--- src/rtl/i2s_tx_scheduler_pkg.sv ---
// Shared definitions for the I2S transmit scheduler: FSM state encodings,
// grant source constants and the default frame width.
package i2s_pkg;

    typedef enum logic [2:0] {
        S_WAIT = 3'd0,
        S_ARB  = 3'd1,
        S_LOAD = 3'd2,
        S_ACK  = 3'd3,
        S_HOLD = 3'd4
    } state_e;

    localparam logic SRC_HOST = 1'b0;
    localparam logic SRC_TONE = 1'b1;

    localparam int DEFAULT_DATA_BITS = 32;

endpackage

--- src/rtl/i2s_tx_scheduler_if.sv ---
// Signal bundle between the sample sources / transmitter and the scheduler.
// master = surrounding system (sources, transmitter, control), slave = scheduler.
interface i2s_tx_scheduler_if #(
    parameter int DATA_BITS = 32,
    parameter int UCNT_W    = 16
);
    logic                 en;
    logic                 s1_pri;
    logic [DATA_BITS-1:0] s0_data;
    logic                 s0_valid;
    logic                 s0_pop;
    logic [DATA_BITS-1:0] s1_data;
    logic                 s1_valid;
    logic                 s1_pop;
    logic                 xmit_rdy;
    logic                 xmit_ack;
    logic [DATA_BITS-1:0] sample;
    logic                 lrclk;
    logic                 cbclk;
    logic                 cb_rise;
    logic                 cb_fall;
    logic                 grant;
    logic                 underrun;
    logic [UCNT_W-1:0]    urun_cnt;

    modport master (
        output en, s1_pri, s0_data, s0_valid, s1_data, s1_valid, xmit_rdy,
        input  s0_pop, s1_pop, xmit_ack, sample, lrclk, cbclk, cb_rise, cb_fall,
               grant, underrun, urun_cnt
    );

    modport slave (
        input  en, s1_pri, s0_data, s0_valid, s1_data, s1_valid, xmit_rdy,
        output s0_pop, s1_pop, xmit_ack, sample, lrclk, cbclk, cb_rise, cb_fall,
               grant, underrun, urun_cnt
    );
endinterface

--- src/rtl/i2s_tx_scheduler_clk_gen.sv ---
// BCLK/LRCLK timebase. cbclk toggles every BCLK_DIV clks; cb_rise/cb_fall are
// registered alongside cbclk so each strobe is high in the cycle cbclk has
// just changed. lrclk toggles on the cb_fall that completes NB bit periods.
module i2s_clk_gen #(
    parameter int BCLK_DIV = 4,
    parameter int NB       = 16
) (
    input  logic clk,
    input  logic rst,
    input  logic en_i,
    output logic cbclk_o,
    output logic lrclk_o,
    output logic cb_rise_o,
    output logic cb_fall_o
);
    localparam int DW = $clog2(BCLK_DIV);
    localparam int BW = (NB > 1) ? $clog2(NB) : 1;
    localparam logic [DW-1:0] DIV_MAX = DW'(BCLK_DIV - 1);
    localparam logic [BW-1:0] BIT_MAX = BW'(NB - 1);

    logic [DW-1:0] div_cnt_q;
    logic [BW-1:0] bit_cnt_q;
    logic          cbclk_q;
    logic          lrclk_q;
    logic          cb_rise_q;
    logic          cb_fall_q;

    // Divider, bit counter and clock outputs; en=0 parks everything at zero.
    always_ff @(posedge clk) begin
        // NOTE: sequential state uses non-blocking assignments so every register
        // samples pre-edge values, independent of statement order.
        if (rst || !en_i) begin
            div_cnt_q <= '0;
            bit_cnt_q <= '0;
            cbclk_q   <= 1'b0;
            lrclk_q   <= 1'b0;
            cb_rise_q <= 1'b0;
            cb_fall_q <= 1'b0;
        end else begin
            cb_rise_q <= 1'b0;
            cb_fall_q <= 1'b0;
            if (div_cnt_q == DIV_MAX) begin
                div_cnt_q <= '0;
                cbclk_q   <= ~cbclk_q;
                if (!cbclk_q) begin
                    cb_rise_q <= 1'b1;
                end else begin
                    cb_fall_q <= 1'b1;
                    if (bit_cnt_q == BIT_MAX) begin
                        bit_cnt_q <= '0;
                        lrclk_q   <= ~lrclk_q;
                    end else begin
                        bit_cnt_q <= bit_cnt_q + 1'b1;
                    end
                end
            end else begin
                div_cnt_q <= div_cnt_q + 1'b1;
            end
        end
    end

    assign cbclk_o   = cbclk_q;
    assign lrclk_o   = lrclk_q;
    assign cb_rise_o = cb_rise_q;
    assign cb_fall_o = cb_fall_q;

endmodule

--- src/rtl/i2s_tx_scheduler.sv ---
// I2S transmit scheduler: timebase plus a two-source arbiter that hands the
// transmitter one word per xmit_rdy rising edge (WAIT->ARB->LOAD->ACK->HOLD).
// Build option: I2S_SCHED_HOLD_EN defined repeats the last word on underrun;
// undefined sends silence (zero) instead.
module i2s_tx_scheduler
    import i2s_pkg::*;
#(
    parameter int DATA_BITS = DEFAULT_DATA_BITS,
    parameter int BCLK_DIV  = 4,
    parameter int UCNT_W    = 16
) (
    input logic          clk,
    input logic          rst,
    i2s_tx_scheduler_if.slave bus
);
    state_e               state_q, state_d;
    logic                 rdy_q;
    logic                 sel_q, sel_d;
    logic                 none_q, none_d;
    logic [DATA_BITS-1:0] sample_q;
    logic                 grant_q;
    logic [UCNT_W-1:0]    urun_cnt_q;
    logic                 rdy_rise;
    logic                 load_act;

    i2s_clk_gen #(
        .BCLK_DIV (BCLK_DIV),
        .NB       (DATA_BITS / 2)
    ) u_clk_gen (
        .clk       (clk),
        .rst       (rst),
        .en_i      (bus.en),
        .cbclk_o   (bus.cbclk),
        .lrclk_o   (bus.lrclk),
        .cb_rise_o (bus.cb_rise),
        .cb_fall_o (bus.cb_fall)
    );

    assign rdy_rise = bus.xmit_rdy && !rdy_q;
    assign load_act = bus.en && (state_q == S_LOAD);

    // Edge register for xmit_rdy; cleared while disabled so a level already high at enable counts as a rise.
    always_ff @(posedge clk) begin
        if (rst || !bus.en) rdy_q <= 1'b0;
        else                rdy_q <= bus.xmit_rdy;
    end

    // FSM state register; disable forces the idle state.
    always_ff @(posedge clk) begin
        if (rst || !bus.en) state_q <= S_WAIT;
        else                state_q <= state_d;
    end

    // FSM next-state logic.
    always_comb begin
        // NOTE: defaulting every always_comb output first keeps unlisted paths from inferring latches.
        state_d = state_q;
        case (state_q)
            S_WAIT:  if (rdy_rise) state_d = S_ARB;
            S_ARB:   state_d = S_LOAD;
            S_LOAD:  state_d = S_ACK;
            S_ACK:   state_d = S_HOLD;
            S_HOLD:  if (!bus.xmit_rdy) state_d = S_WAIT;
            default: state_d = S_WAIT;
        endcase
    end

    // FSM outputs: pops/underrun only in LOAD, acknowledge only in ACK.
    always_comb begin
        bus.s0_pop   = 1'b0;
        bus.s1_pop   = 1'b0;
        bus.underrun = 1'b0;
        bus.xmit_ack = 1'b0;
        if (load_act) begin
            bus.underrun = none_q;
            bus.s0_pop   = !none_q && (sel_q == SRC_HOST);
            bus.s1_pop   = !none_q && (sel_q == SRC_TONE);
        end
        if (bus.en && state_q == S_ACK) bus.xmit_ack = 1'b1;
    end

    // Priority decision, evaluated every cycle but captured only in ARB.
    always_comb begin
        sel_d  = SRC_HOST;
        none_d = 1'b0;
        if (bus.s1_pri) begin
            if (bus.s1_valid)      sel_d = SRC_TONE;
            else if (bus.s0_valid) sel_d = SRC_HOST;
            else                   none_d = 1'b1;
        end else begin
            if (bus.s0_valid)      sel_d = SRC_HOST;
            else if (bus.s1_valid) sel_d = SRC_TONE;
            else                   none_d = 1'b1;
        end
    end

    // Arbitration result latch; s1_pri and valids are only looked at in ARB.
    always_ff @(posedge clk) begin
        if (rst) begin
            sel_q  <= SRC_HOST;
            none_q <= 1'b0;
        end else if (bus.en && state_q == S_ARB) begin
            sel_q  <= sel_d;
            none_q <= none_d;
        end
    end

    // Sample/grant load and saturating underrun counter; urun_cnt survives en=0.
    always_ff @(posedge clk) begin
        if (rst) begin
            sample_q   <= '0;
            grant_q    <= SRC_HOST;
            urun_cnt_q <= '0;
        end else if (load_act) begin
            if (none_q) begin
                if (urun_cnt_q != '1) urun_cnt_q <= urun_cnt_q + 1'b1;
`ifdef I2S_SCHED_HOLD_EN
                sample_q <= sample_q;
`else
                sample_q <= '0;
`endif
            end else begin
                sample_q <= (sel_q == SRC_TONE) ? bus.s1_data : bus.s0_data;
                grant_q  <= sel_q;
            end
        end
    end

    assign bus.sample   = sample_q;
    assign bus.grant    = grant_q;
    assign bus.urun_cnt = urun_cnt_q;

endmodule

--- src/flat_wrapper.sv ---
// flat-port wrapper written by rule: the top's interface ports become plain ports
module i2s_tx_scheduler_flat import i2s_pkg::*;
#(
    parameter int DATA_BITS = DEFAULT_DATA_BITS,
    parameter int BCLK_DIV  = 4,
    parameter int UCNT_W    = 16
)
  (clk, rst, bus_en, bus_s1_pri, bus_s0_data, bus_s0_valid, bus_s1_data, bus_s1_valid, bus_xmit_rdy, bus_s0_pop, bus_s1_pop, bus_xmit_ack, bus_sample, bus_lrclk, bus_cbclk, bus_cb_rise, bus_cb_fall, bus_grant, bus_underrun, bus_urun_cnt);
  i2s_tx_scheduler_if #(.DATA_BITS(DATA_BITS), .UCNT_W(UCNT_W)) bus_i ();
  input logic clk;
  input logic rst;
  input wire logic [$bits(bus_i.en)-1:0] bus_en;
  input wire logic [$bits(bus_i.s1_pri)-1:0] bus_s1_pri;
  input wire logic [$bits(bus_i.s0_data)-1:0] bus_s0_data;
  input wire logic [$bits(bus_i.s0_valid)-1:0] bus_s0_valid;
  input wire logic [$bits(bus_i.s1_data)-1:0] bus_s1_data;
  input wire logic [$bits(bus_i.s1_valid)-1:0] bus_s1_valid;
  input wire logic [$bits(bus_i.xmit_rdy)-1:0] bus_xmit_rdy;
  output wire logic [$bits(bus_i.s0_pop)-1:0] bus_s0_pop;
  output wire logic [$bits(bus_i.s1_pop)-1:0] bus_s1_pop;
  output wire logic [$bits(bus_i.xmit_ack)-1:0] bus_xmit_ack;
  output wire logic [$bits(bus_i.sample)-1:0] bus_sample;
  output wire logic [$bits(bus_i.lrclk)-1:0] bus_lrclk;
  output wire logic [$bits(bus_i.cbclk)-1:0] bus_cbclk;
  output wire logic [$bits(bus_i.cb_rise)-1:0] bus_cb_rise;
  output wire logic [$bits(bus_i.cb_fall)-1:0] bus_cb_fall;
  output wire logic [$bits(bus_i.grant)-1:0] bus_grant;
  output wire logic [$bits(bus_i.underrun)-1:0] bus_underrun;
  output wire logic [$bits(bus_i.urun_cnt)-1:0] bus_urun_cnt;
  assign bus_i.en = bus_en;
  assign bus_i.s1_pri = bus_s1_pri;
  assign bus_i.s0_data = bus_s0_data;
  assign bus_i.s0_valid = bus_s0_valid;
  assign bus_i.s1_data = bus_s1_data;
  assign bus_i.s1_valid = bus_s1_valid;
  assign bus_i.xmit_rdy = bus_xmit_rdy;
  assign bus_s0_pop = bus_i.s0_pop;
  assign bus_s1_pop = bus_i.s1_pop;
  assign bus_xmit_ack = bus_i.xmit_ack;
  assign bus_sample = bus_i.sample;
  assign bus_lrclk = bus_i.lrclk;
  assign bus_cbclk = bus_i.cbclk;
  assign bus_cb_rise = bus_i.cb_rise;
  assign bus_cb_fall = bus_i.cb_fall;
  assign bus_grant = bus_i.grant;
  assign bus_underrun = bus_i.underrun;
  assign bus_urun_cnt = bus_i.urun_cnt;
  i2s_tx_scheduler #(.DATA_BITS(DATA_BITS), .BCLK_DIV(BCLK_DIV), .UCNT_W(UCNT_W)) u_core (.clk(clk), .rst(rst), .bus(bus_i));
endmodule
--- config.mk ---
export PLATFORM = sky130hd
export DESIGN_NAME = i2s_tx_scheduler_flat
export DESIGN_NICKNAME = d
export VERILOG_FILES = /design/src/rtl/i2s_tx_scheduler_pkg.sv /design/src/rtl/i2s_tx_scheduler_if.sv /design/src/rtl/i2s_tx_scheduler_clk_gen.sv /design/src/rtl/i2s_tx_scheduler.sv /design/src/flat_wrapper.sv
export SDC_FILE = /design/constraint.sdc
export NUM_CORES = 1
export LEC_CHECK = 0
export ABC_AREA = 1
export BUFFER_PORTS_ARGS = -buffer_cell sky130_fd_sc_hd__buf_2
export CAP_MARGIN = 0
export CORE_MARGIN = 4
export CORE_UTILIZATION = 51
export DETAILED_ROUTE_END_ITERATION = 10
export PLACE_DENSITY = 0.85
export SLEW_MARGIN = 0
export SYNTH_ARGS = -nofsm -noshare
export SYNTH_HDL_FRONTEND = slang
export SYNTH_HIERARCHICAL = 1
export SYNTH_SLANG_ARGS = --single-unit
--- constraint.sdc ---
create_clock -name clk -period 2.5 [get_ports clk]
set_clock_uncertainty 0.1 [all_clocks]
set_input_delay 0.5 -clock clk [delete_from_list [all_inputs] [get_ports clk]]
set_output_delay 0.5 -clock clk [all_outputs]
set_load 0.01 [all_outputs]
==> flow_summary.rst, run 1 <==
.. list-table::
   :header-rows: 1

   * - Metric
     - Value
   * - Vias
     - 3201
   * - Starting DRT DRC Count
     - 170
   * - Met3 wire len
     - 752 um
   * - Cell at the root of the clock tree
     - sky130_fd_sc_hd__clkbuf_8
   * - Part of the total power dissipated in combinational logic
     - 5.4%
   * - Global-route total usage across every layer
     - 22.5%
   * - Number of antenna-violating nets in the routed design
     - 0
   * - Placer Congestion
     - 0.871
   * - First-pass GRT wire length
     - 13300 um
   * - Switching power share of the total
     - 20.6%
   * - Total of hold buffers inserted after clock tree synthesis
     - 0
   * - Starting density of the core
     - 53.4%
   * - Most used DFF post-synth
     - sky130_fd_sc_hd__dfxtp_1
   * - Synthesized instance count
     - 406
   * - Fraction of synthesis flops using an asynchronous set or reset pin
     - 0%
   * - Portion of total power attributed to the clock network
     - 45.7%
   * - Type of the worst min-delay path
     - input port to register
   * - Number of buffers inserted by port buffering
     - 127
   * - Startpoint Class
     - register
   * - Number of top-level design ports
     - 128
   * - Overall power after layout
     - 2.14 mW
   * - Endpoint kind of the worst setup timing path
     - primary output
   * - Worst reg2reg setup slack
     - 0.75 ns
   * - Detailed Place HPWL
     - 5970 um
   * - Number of resized instances in the post-cts repair step
     - 0
   * - Pin count of the biggest net entering global routing
     - 36
   * - Insertion delay to the later sink of the worst-skew pair
     - 0.33 ns
   * - Number of inserted diodes
     - 0
   * - Met2 wire length
     - 4080 um
   * - Number of nets in the final layout
     - 607
   * - Combined area of all synthesized cells
     - 0.00300 sq mm
   * - Via/cell ratio
     - 5.26
   * - H-Tree Depth
     - 3
   * - Clock tree from TritonCTS
     - yes
   * - Floorplan Core Area
     - 0.00561 sq mm
   * - Critical register-to-register path endpoint
     - u_core/bus.urun_cnt[2]$_SDFFE_PP0P_
   * - Cell with the largest stage delay on the worst path
     - sky130_fd_sc_hd__dfxtp_1
   * - Synthesis-stage register bit count
     - 65
   * - Arrival time worst endpoint
     - 1.36 ns
   * - Pins Over Slew Limit
     - 0
   * - Endpoints failing hold
     - 0
   * - Sum Neg Setup Slack
     - 0 ns
   * - Type of the setup path with the least slack
     - register to primary output
   * - Launch instance of the worst min-delay path
     - bus_s0_data[13]
   * - Antenna violations before repair
     - 0
   * - Status
     - complete, no violations
   * - Number of sinks handled by clock tree synthesis
     - 65
   * - Wirelength, routed
     - 8220 um
   * - Instance count along the most critical hold path
     - 3
   * - Met1 routed wirelength after detailed routing
     - 3260 um
   * - Router iterations before antenna repair
     - 5
   * - VDD IR max
     - 309 uV
   * - Worst Reg2Reg Path Length in Cells
     - 8
   * - Maximum single-stage delay on the critical path
     - 0.37 ns
   * - Top layer in use
     - met4
   * - Area Overhead vs Synth
     - 28.9%
   * - Share of the cycle needed by the critical path after routing
     - 78.3%
   * - Critical path fanouts, max
     - 10
   * - Final hold slack
     - 0.316 ns
   * - Mean Syn Cell Area
     - 7.38 sq um
   * - Ratio of total power to cell area
     - 555 mW/mm^2
   * - Maximum buffer depth of the clock tree
     - 2
   * - Cell leakage power
     - 1.71 nW
   * - Number of post-CTS setup repair buffers
     - 0
   * - Sequential share of the synthesized area
     - 43.4%
   * - Number of enable flip-flop cells after synthesis
     - 0
   * - Setup repair after global routing missed its margin
     - no
   * - Number of cell rows
     - 27
   * - Sequence of cells on the critical path
     - nor2_4 -> nand2_4 -> nor2_4 -> buf_2
   * - Wire length per cell after detailed routing
     - 13.5 um
   * - Count of non-filler cells in the finished layout
     - 608
   * - Final critical delay including setup and external delays
     - 1.96 ns
   * - Synthesized Nets
     - 480
   * - Number of cells in the design after placement
     - 594
   * - Slack of the critical path
     - 0.542 ns
   * - Destination of the worst hold path
     - u_core/bus.sample[13]$_SDFFE_PP0P_
   * - Fraction of layout instances using a drive strength above 1
     - 32.1%
   * - Number of global-route vias before repair
     - 3120
   * - Clock transition at the registers of the reported paths
     - 0.07 ns
   * - Overflow left after global routing
     - 0
   * - Die width
     - 84.7 um
   * - Number of warning messages in the yosys log
     - 6
   * - Critical path data required time
     - 1.90 ns
   * - Cell occurring most often along the worst timing path
     - sky130_fd_sc_hd__nor2_4
   * - DIE AREA
     - 0.00717 sq mm
   * - Vertical die dimension
     - 84.7 um
   * - Worst Setup Slack post-DPL
     - 0.665 ns
   * - Start of the worst register-to-register path
     - u_core/bus.urun_cnt[0]$_SDFFE_PP0P_
   * - Internal power
     - 1.70 mW
   * - Count of max-cap constraint violations
     - 0
   * - Worst-Margin Slew
     - 0.488 ns
   * - Fraction of power consumed by sequential logic
     - 49.0%
   * - Post-route DRC
     - 0
   * - Timing-limited maximum frequency
     - 0.511 GHz
   * - Netlist cell types
     - 30
   * - Switching pwr
     - 441 uW
   * - Setup violation total in the final timing report
     - 0
   * - Max-slew headroom at the worst pin
     - 67.4%
   * - Clock buffers created by TritonCTS
     - 9
## cell usage in the layout (no fill, tap or decap), drive strengths merged
master / netlist / layout
buf: 10 / 132
nand2: 127 / 127
nor2: 67 / 67
dfxtp: 65 / 65
a21oi: 25 / 25
inv: 23 / 23
nand3: 23 / 23
a31oi: 21 / 21
clkbuf: 6 / 11
a22oi: 11 / 11
o21ai: 7 / 7
nand4: 6 / 6
nor3: 4 / 4
ha: 3 / 3
clkinv: 2 / 3
bufinv: 0 / 2
a211oi: 2 / 2
o211ai: 1 / 1
nand3b: 1 / 1
and3: 1 / 1
o21bai: 1 / 1
## critical path, delay by kind of cell (launching register included)
kind | cells | cell delay, ns
buffers and inverters | 1 | 0.18
flip-flops | 1 | 0.37
AND/OR/NAND/NOR | 3 | 0.48
## registers in the layout (all words and copies together) (netlist names)
register                    cells
u_core/u_clk_gen/div_cnt_q      2
u_core/u_clk_gen/lrclk_o        1
u_core/u_clk_gen/cb_rise_o      1
u_core/u_clk_gen/cb_fall_o      1
u_core/state_q                  3
u_core/rdy_q                    1
u_core/none_q                   1
u_core/bus.urun_cnt            16
u_core/u_clk_gen/bit_cnt_q      4
u_core/bus.grant                1
u_core/u_clk_gen/cbclk_o        1
u_core/bus.sample              32
u_core/sel_q                    1
## worst max-delay path by stage
stage / start / end / slack (ns) / depth (start not counted)
floorplan: bus_en / bus_s0_pop / 0.84 / 5
global placement: bus_en / bus_s1_pop / 0.68 / 6
detailed placement: bus_en / u_core/bus.sample[6]$_SDFFE_PP0P_ / 0.66 / 8
CTS: u_core/state_q[2]$_SDFFE_PP0P_ / bus_s1_pop / 0.53 / 4
global route: u_core/state_q[1]$_SDFFE_PP0P_ / bus_s1_pop / 0.46 / 5
finish: u_core/state_q[2]$_SDFFE_PP0P_ / bus_s1_pop / 0.54 / 4
## metrics by stage
stage / utilization [%] / instance area, sq um
floorplan: - / 3000
global placement: 65.0 / 3650
detailed placement: 65.0 / 3650
CTS: 68.9 / 3860
global route: 68.9 / 3860
finish: 68.9 / 3860
## area by class of cell
cell class	count	area, sq um
fillers	468	1750
clock inverters	3	65.1
repair buffers	132	673
flip-flops and latches	65	1300
clock buffers	11	151
well taps	72	90.1
inverters	25	95.1
multi-input cells	300	1490
## layer usage
layer / GRT usage [%] / vias to the layer above
met2: 39.8 / 162
li1: - / 1589
met1: 25.1 / 1434
met3: 5.59 / 16
met5: 0 / -
met4: 10.9 / 0
## logic make-up after synthesis
| logic type | synth area share [%] |
|---|---|
| AO/OA/AOI/OAI | 13.5 |
| flip-flops | 43.4 |
| adder cells (fa/ha/maj) | 1.25 |
| buffers and inverters | 6.97 |
| AND/OR/NAND/NOR | 34.9 |
## power by group through the flow
stage	clock, mW	combinational [mW]	sequential [mW]
after floorplan	0	0.0431	1.07
after global placement	0	0.113	1.07
after detailed placement	0	0.114	1.07
after CTS	1.00	0.115	1.05
after global routing	1.05	0.128	1.05
final	0.980	0.115	1.05
## synth_stat cells (all sizes together), types with 2 or more instances
master | instances | area share [%]
nand3 | 23 | 4.7
a22oi | 11 | 2.8
ha | 3 | 1.3
nand4 | 6 | 1.3
a31oi | 21 | 4.4
clkinv | 2 | 0.29
buf | 10 | 3.0
inv | 23 | 2.9
a211oi | 2 | 0.50
nor3 | 4 | 1.0
a21oi | 25 | 4.2
nand2 | 127 | 17
clkbuf | 6 | 0.75
o21ai | 7 | 1.2
nor2 | 67 | 11
dfxtp | 65 | 43
Note: power is estimated with default switching activity, not from simulation.
==> run 2: changes to the inputs <==
--- a/config.mk
+++ b/config.mk
@@ -9,9 +9,9 @@
 export BUFFER_PORTS_ARGS = -buffer_cell sky130_fd_sc_hd__buf_2
 export CAP_MARGIN = 0
 export CORE_MARGIN = 4
-export CORE_UTILIZATION = 51
+export CORE_UTILIZATION = 48
 export DETAILED_ROUTE_END_ITERATION = 10
-export PLACE_DENSITY = 0.85
+export PLACE_DENSITY = 0.8
 export SLEW_MARGIN = 0
 export SYNTH_ARGS = -nofsm -noshare
 export SYNTH_HDL_FRONTEND = slang
==> constraint.sdc (replaced) <==
create_clock -name clk -period 1.9 [get_ports clk]
set_clock_uncertainty 0.1 [all_clocks]
set_input_delay 0.38 -clock clk [delete_from_list [all_inputs] [get_ports clk]]
set_output_delay 0.38 -clock clk [all_outputs]
set_load 0.01 [all_outputs]
==> flow_summary.rst, run 2 (same netlist as run 1, synthesis figures left out) <==
.. list-table::
   :header-rows: 1

   * - Metric
     - Value
   * - Status
     - complete, no violations
   * - Ratio of total power to cell area
     - 691 mW/mm^2
   * - Setup violation total in the final timing report
     - 0
   * - Cell at the root of the clock tree
     - sky130_fd_sc_hd__clkbuf_8
   * - H-Tree Depth
     - 3
   * - First-pass GRT wire length
     - 13300 um
   * - Max FFs per register
     - 32
   * - Arrival time worst endpoint
     - 1.33 ns
   * - Starting density of the core
     - 50.0%
   * - Die width
     - 87.0 um
   * - Fin area
     - 0.00391 sq mm
   * - Type of the worst min-delay path
     - input port to register
   * - Area Overhead vs Synth
     - 30.4%
   * - Most frequent cells in the layout
     - 126 x sky130_fd_sc_hd__buf_2, 122 x sky130_fd_sc_hd__nand2_1, 65 x sky130_fd_sc_hd__dfxtp_1
   * - Insertion delay to the later sink of the worst-skew pair
     - 0.33 ns
   * - Max-slew headroom at the worst pin
     - 66.4%
   * - Worst-Margin Slew
     - 0.504 ns
   * - Worst Reg2Reg Path Length in Cells
     - 6
   * - Vertical die dimension
     - 87.0 um
   * - Number of global-route vias before repair
     - 3086
   * - Global-route total usage across every layer
     - 22.0%
   * - Cell leakage power
     - 1.72 nW
   * - Overflow left after global routing
     - 0
   * - Antenna violations before repair
     - 0
   * - Clock transition at the registers of the reported paths
     - 0.06 ns
   * - Endpoint kind of the worst setup timing path
     - primary output
   * - Number of antenna-violating nets in the routed design
     - 0
   * - Startpoint Class
     - register
   * - Filler cell count
     - 515
   * - Detailed Place HPWL
     - 6040 um
   * - Clock tree from TritonCTS
     - yes
   * - Most common cell after layout, fill and taps aside
     - sky130_fd_sc_hd__buf_2
   * - Router iterations before antenna repair
     - 4
   * - Wire length per cell after detailed routing
     - 13.2 um
   * - Endpoints failing hold
     - 0
   * - Post-route DRC
     - 0
   * - Via/cell ratio
     - 5.18
   * - Number of top-level design ports
     - 128
   * - Type of the setup path with the least slack
     - register to primary output
   * - Clock buffers created by TritonCTS
     - 9
   * - Critical path fanouts, max
     - 4
   * - Placer Congestion
     - 0.870
   * - Starting DRT DRC Count
     - 135
   * - DIE AREA
     - 0.00757 sq mm
   * - VDD IR max
     - 626 uV
   * - Maximum buffer depth of the clock tree
     - 2
   * - Number of sinks handled by clock tree synthesis
     - 65
   * - Pins Over Slew Limit
     - 0
   * - Number of cell rows
     - 28
   * - Area post-placement
     - 0.00366 sq mm
   * - Count of max-cap constraint violations
     - 0
   * - Critical path data required time
     - 1.42 ns
   * - Pin count of the biggest net entering global routing
     - 33
   * - Number of inserted diodes
     - 0
   * - Sum Neg Setup Slack
     - 0 ns
   * - Timing-limited maximum frequency
     - 0.552 GHz
   * - Fraction of layout instances using a drive strength above 1
     - 32.5%
   * - Floorplan Core Area
     - 0.00599 sq mm
   * - Core Util, Final
     - 65.2%
   * - Wirelength, routed
     - 8160 um
   * - Instance count along the most critical hold path
     - 3
   * - Share of the cycle needed by the critical path after routing
     - 95.3%
   * - Number of nets in the final layout
     - 611
   * - Number of buffers inserted by port buffering
     - 127
   * - Vias
     - 3191
   * - Final critical delay including setup and external delays
     - 1.81 ns
run 2: critical path, stage by stage (launching register included):
cell and delay [ns]:
sky130_fd_sc_hd__dfxtp_1 0.36, sky130_fd_sc_hd__nor2_4 0.25, sky130_fd_sc_hd__nand3_4 0.12, sky130_fd_sc_hd__nor2_4 0.13
sky130_fd_sc_hd__buf_4 0.15
run 2: cell type report:
cell class / instances / area (sq um) / area share [%]
Clock buffer: 12 / 155 / 3.97
Tap cell: 75 / 93.8 / 2.40
Timing Repair Buffer: 136 / 718 / 18.4
Clock inverter: 3 / 40.0 / 1.02
Multi-Input combinational cell: 300 / 1500 / 38.4
Inverter: 25 / 97.6 / 2.50
Sequential cell: 65 / 1300 / 33.3
run 2: per-stage QoR:
stage               instances  worst slack (ns)  hold slack (ns)  power (mW)
global route              616           -0.0133            0.189        2.82
floorplan                 406             0.349            0.304        1.47
global placement          597             0.274            0.315        1.56
CTS                       612            0.0211            0.182        2.72
detailed placement        597             0.227            0.320        1.56
finish                    616            0.0900            0.202        2.70
run 2: final timing paths:
path                                            start                                  endpoint  slack [ns]
min                                   bus_s0_data[31]        u_core/bus.sample[31]$_SDFFE_PP0P_        0.20
max reg2reg            u_core/state_q[0]$_SDFFE_PP0P_         u_core/bus.sample[4]$_SDFFE_PP0P_        0.26
min reg2reg  u_core/u_clk_gen/div_cnt_q[0]$_SDFF_PP0_  u_core/u_clk_gen/div_cnt_q[0]$_SDFF_PP0_        0.33
max                    u_core/state_q[0]$_SDFFE_PP0P_                                bus_s0_pop        0.09
run 2: routing by layer:
layer	up-vias	global-route usage, %	routed length [um]
li1	1596	-	-
met3	18	8.89	696
met5	-	0	0
met4	0	9.35	208
met1	1451	23.9	3200
met2	126	37.6	4060
run 2: report_power, final:
part | internal (mW) | switching (mW) | total (mW)
clock network | 0.667 | 0.495 | 1.16
logic | 0.0771 | 0.0801 | 0.157
registers | 1.37 | 0.00718 | 1.38
total | 2.12 | 0.582 | 2.70
run 2: timing repair:
item / in CTS / in global routing
resized for setup: 0 / 4
setup endpoints to repair: 0 / 2
hold buffers: 0 / 0
buffers inserted: 0 / 4
